--- config.mk ---
export PLATFORM = sky130hd
export DESIGN_NAME = reg_file_reader
export DESIGN_NICKNAME = d
export VERILOG_FILES = /design/src/rtl/reg_file_reader.sv
export SDC_FILE = /design/constraint.sdc
export NUM_CORES = 1
export LEC_CHECK = 0
export ABC_AREA = 1
export ABC_CLOCK_PERIOD_IN_PS = 3100
export BUFFER_PORTS_ARGS = -buffer_cell sky130_fd_sc_hd__buf_4
export CORE_MARGIN = 2
export CORE_UTILIZATION = 54
export CTS_BUF_LIST = sky130_fd_sc_hd__clkbuf_8
export DETAILED_ROUTE_END_ITERATION = 10
export GPL_ROUTABILITY_DRIVEN = 0
export PLACE_DENSITY = 0.87
export SLEW_MARGIN = 40
export SYNTH_ARGS = -nofsm -noshare
export SYNTH_HDL_FRONTEND = slang
export SYNTH_SLANG_ARGS = --single-unit
--- constraint.sdc ---
create_clock -name clk -period 3.1 [get_ports clk]
set_clock_uncertainty 0.15 [all_clocks]
set_input_delay 0.155 -clock clk [delete_from_list [all_inputs] [get_ports clk]]
set_output_delay 0.155 -clock clk [all_outputs]
set_load 0.03 [all_outputs]
--- src/rtl/reg_file_reader.sv ---
// reg_file_reader: walks a wrapping range of register-file addresses through
// one async read port and streams each value out on a valid/ready interface.
//
// Ports:
//   clk, rst_ni            clock, async active-low reset
//   start_i, first_addr_i  sweep request and first register
//   count_i                number of registers (clamped to 2**ADR_WIDTH)
//   abort_i                cancel an active sweep (no done_o)
//   rf_addr_o, rf_data_i   RF read address / combinational read data
//   data_o, addr_o         streamed value and its address tag
//   valid_o, ready_i       output handshake
//   last_o                 final beat of the sweep
//   busy_o, done_o         sweep active / one-cycle completion pulse
module reg_file_reader #(
    parameter int unsigned NUM_REGS   = 8,
    parameter int unsigned ADR_WIDTH  = $clog2(NUM_REGS),
    parameter int unsigned DATA_WIDTH = 16
) (
    input  logic                  clk,
    input  logic                  rst_ni,
    input  logic                  start_i,
    input  logic [ADR_WIDTH-1:0]  first_addr_i,
    input  logic [ADR_WIDTH:0]    count_i,
    input  logic                  abort_i,
    output logic [ADR_WIDTH-1:0]  rf_addr_o,
    input  logic [DATA_WIDTH-1:0] rf_data_i,
    output logic [DATA_WIDTH-1:0] data_o,
    output logic [ADR_WIDTH-1:0]  addr_o,
    output logic                  valid_o,
    input  logic                  ready_i,
    output logic                  last_o,
    output logic                  busy_o,
    output logic                  done_o
);

    typedef enum logic {
        IDLE = 1'b0,
        SEND = 1'b1
    } state_e;

    localparam logic [ADR_WIDTH:0] MaxCnt = (ADR_WIDTH+1)'(1 << ADR_WIDTH);

    state_e                  state_q, state_d;
    logic [ADR_WIDTH-1:0]    ptr_q, ptr_d;
    logic [ADR_WIDTH-1:0]    rem_q, rem_d;
    logic [DATA_WIDTH-1:0]   data_q, data_d;
    logic [ADR_WIDTH-1:0]    addr_q, addr_d;
    logic                    valid_q, valid_d;
    logic                    last_q, last_d;
    logic                    done_q, done_d;

    logic [ADR_WIDTH:0]      cnt;
    logic [ADR_WIDTH-1:0]    ptr_inc;
    logic                    fire;

    // A request larger than the RF reads every register exactly once.
    assign cnt     = (count_i > MaxCnt) ? MaxCnt : count_i;
    assign ptr_inc = ptr_q + 1'b1;
    assign fire    = valid_q & ready_i;

    always_ff @(posedge clk or negedge rst_ni) begin
        if (!rst_ni) begin
            state_q <= IDLE;
            ptr_q   <= '0;
            rem_q   <= '0;
            data_q  <= '0;
            addr_q  <= '0;
            valid_q <= 1'b0;
            last_q  <= 1'b0;
            done_q  <= 1'b0;
        end else begin
            state_q <= state_d;
            ptr_q   <= ptr_d;
            rem_q   <= rem_d;
            data_q  <= data_d;
            addr_q  <= addr_d;
            valid_q <= valid_d;
            last_q  <= last_d;
            done_q  <= done_d;
        end
    end

    always_comb begin
        state_d   = state_q;
        ptr_d     = ptr_q;
        rem_d     = rem_q;
        data_d    = data_q;
        addr_d    = addr_q;
        valid_d   = valid_q;
        last_d    = last_q;
        done_d    = 1'b0;
        rf_addr_o = ptr_q;

        unique case (state_q)
            IDLE: begin
                // Present the first address early so its data is ready to
                // capture on the same edge that samples start_i.
                rf_addr_o = first_addr_i;
                if (start_i) begin
                    if (cnt != '0) begin
                        data_d  = rf_data_i;
                        addr_d  = first_addr_i;
                        ptr_d   = first_addr_i;
                        rem_d   = ADR_WIDTH'(cnt - 1'b1);
                        valid_d = 1'b1;
                        last_d  = (cnt == (ADR_WIDTH+1)'(1));
                        state_d = SEND;
                    end else begin
                        done_d = 1'b1;
                    end
                end
            end
            SEND: begin
                // Look ahead one address on a non-final fire so the next
                // beat is captured without a bubble.
                if (fire && !last_q) begin
                    rf_addr_o = ptr_inc;
                end
                if (abort_i) begin
                    valid_d = 1'b0;
                    last_d  = 1'b0;
                    state_d = IDLE;
                end else if (fire) begin
                    if (last_q) begin
                        valid_d = 1'b0;
                        last_d  = 1'b0;
                        done_d  = 1'b1;
                        state_d = IDLE;
                    end else begin
                        ptr_d  = ptr_inc;
                        addr_d = ptr_inc;
                        data_d = rf_data_i;
                        rem_d  = rem_q - 1'b1;
                        last_d = (rem_q == ADR_WIDTH'(1));
                    end
                end
            end
        endcase
    end

    assign data_o  = data_q;
    assign addr_o  = addr_q;
    assign valid_o = valid_q;
    assign last_o  = last_q;
    assign done_o  = done_q;
    assign busy_o  = (state_q == SEND);

endmodule

==> impl_metrics.json <==
{
  "status": "complete, no violations",
  "clock_path_buffers": 2,
  "slew_headroom": 0.679,
  "io_pins": 54,
  "worst_pin_slew_ns": 0.480,
  "critPathKind": "register to output port",
  "ys_warn_count": 0,
  "dp_cells": 254,
  "vias": 1454,
  "hold_violations": 0,
  "final_layout_size_suffix_gt1_frac": 0.269,
  "start_kind": "register",
  "slew_viol_final": 0,
  "die-area_um2": 3040,
  "wl_met3_um": 247,
  "cts_sinks": 26,
  "yosysSeqAreaShare": 0.461,
  "p_per_area_nw_per_um2": 762,
  "timing.final.crit_period_ns": 1.92,
  "cts_root_buffer": "clkbuf_8",
  "tritoncts": "done",
  "gr-total-overflow": 0,
  "cts_buffers": 3,
  "tns_ns": 0,
  "syn_to_final_growth_pct": 42.6,
  "core_um2": 2480,
  "power_leakage_nw": 1.12,
  "dr_wl_met2_um": 1970,
  "grt_usage": 0.279,
  "grt_pass1_wl_um": 5970,
  "postSynthAreaPerCell_um2": 7.92,
  "syn_area_um2": 1410,
  "routed.top_layer": "met4",
  "endpoint_kind": "output port",
  "dpl.hpwl_um": 2430,
  "rows": 18,
  "finalSetupViolations": 0,
  "layout_setup_ws_ns": 1.18,
  "grt_pass1_vias": 1340,
  "diodes": 0,
  "firstDrtPassIters": 4,
  "drt_iter0_markers": 29,
  "ctsHtreeMaxLevel": 1,
  "grt_max_degree": 27,
  "rsz0062_at_grt": "false",
  "synth.distinct_cells": 18,
  "clkLatencyLatePin_ns": 0.27,
  "synth_nets": 212,
  "fin_crit_sh": 0.620,
  "arrival_ns": 1.62,
  "power_w": 0.00153,
  "clk_pin_slew_ns": 0.09,
  "layoutNonFillerInstCount": 275,
  "m1WireLength_um": 1540,
  "crit_fanout": 5,
  "syn_inst": 178,
  "route.detailed.drc": 0,
  "fmax_ghz": 0.520,
  "wl_per_cell_um": 14.2,
  "final_antenna_net_count": 0,
  "dp_slack_ns": 1.27,
  "cp.required_ns": 2.79,
  "start_util": 0.569,
  "antenna_found_initial": 0,
  "viasPerCell": 5.29,
  "layout.nets": 280,
  "peakVddDrop_uv": 633,
  "die_h_um": 55.1,
  "min_path_type": "input port to register",
  "cap_violations": 0,
  "port_buffers": 53,
  "r2r_slack_ns": 1.26,
  "fp.dieW_um": 55.1,
  "wl_um": 3900,
  "ys_seq_elements": 26
}
state kept, by name, summed over array words and instances, names as in the netlist:
signal,count
addr_o,3
last_o,1
rem_q,3
done_o,1
valid_o,1
busy_o,1
data_o,16
final timing paths:
path | start | endpoint | depth (start not counted)
max in group asynchronous | rst_ni | addr_o[2]$_DFFE_PN0P_ | 2
min in group asynchronous | rst_ni | data_o[5]$_DFFE_PN0P_ | 2
setup / recovery | addr_o[0]$_DFFE_PN0P_ | rf_addr_o[2] | 8
hold reg to reg | rem_q[1]$_DFFE_PN0P_ | rem_q[1]$_DFFE_PN0P_ | 2
setup reg to reg | busy_o$_DFF_PN0_ | data_o[4]$_DFFE_PN0P_ | 5
hold / removal | start_i | busy_o$_DFF_PN0_ | 3
logic make-up after synthesis:
kind of cell | Yosys count | share of synthesized area
AO/OA/AOI/OAI | 12 | 0.0426
XOR/XNOR | 1 | 0.00621
adder cells (fa/ha/maj) | 6 | 0.0532
buffers and inverters | 21 | 0.0799
flip-flops | 26 | 0.461
AND/OR/NAND/NOR | 112 | 0.357
power by group:
group	total (W)	switching (W)	internal, W
Sequential	0.000537	0.0000891	0.000448
Clock	0.000220	0.000107	0.000114
Combinational	0.000774	0.000492	0.000282
per-layer routing:
layer | up-vias | global-route usage
met2 | 72 | 0.466
met3 | 14 | 0.0484
met5 | - | 0
li1 | 699 | -
met4 | 0 | 0.142
met1 | 669 | 0.345
placed cells by master, fill, tap and decap left out:
master	n
a21oi_1	1
nor2_4	2
nand2_1	68
ha_1	6
nand4_1	1
nor2_1	3
inv_1	13
nand2_2	2
inv_2	1
or2_2	2
clkbuf_8	4
nor3_1	1
dfrtp_1	26
buf_4	53
nand2_4	2
nand3_1	31
xnor2_1	1
o21ai_0	11
dlygate4sd3_1	17
worst max-delay path: stages, from the launching register on:
cell and delay, ns:
dfrtp_1 0.44, ha_1 0.25, inv_1 0.08, nand2_1 0.06
nand3_1 0.10, o21ai_0 0.09, o21ai_0 0.08, nand2_1 0.08
buf_4 0.17
metrics by stage:
stage	area (um2)	util	hold WS [ns]
finish	2010	0.812	0.0174
floorplan	1410	-	-0.291
global placement	1790	0.721	-0.0717
CTS	2010	0.812	0.0121
detailed placement	1790	0.721	-0.0662
global route	2010	0.812	0.0242
final cells by class:
| cell class | instances | area [um2] |
|---|---|---|
| Timing Repair Buffer | 70 | 568 |
| Tap cell | 30 | 37.5 |
| Fill cell | 163 | 467 |
| Clock buffer | 4 | 55.1 |
| Multi-Input combinational cell | 131 | 647 |
| Inverter | 14 | 52.6 |
| Sequential cell | 26 | 651 |
what timing repair did:
action	in CTS	in global routing
buffers inserted	0	0
hold buffers	17	0
endpoints found under the hold margin	42	0
resized for setup	0	0
synth_stat cells:
library cell / number / area share
a21oi_1: 1 / 0.0035
buf_2: 3 / 0.011
buf_6: 4 / 0.032
dfrtp_1: 26 / 0.46
ha_1: 6 / 0.053
inv_1: 13 / 0.035
inv_2: 1 / 0.0027
nand2_1: 68 / 0.18
nand2_2: 2 / 0.0089
nand2_4: 2 / 0.016
nand3_1: 31 / 0.11
nand4_1: 1 / 0.0044
nor2_1: 3 / 0.0080
nor2_4: 2 / 0.016
nor3_1: 1 / 0.0035
o21ai_0: 11 / 0.039
or2_2: 2 / 0.0089
xnor2_1: 1 / 0.0062
Note: power is estimated with default switching activity, not from simulation.
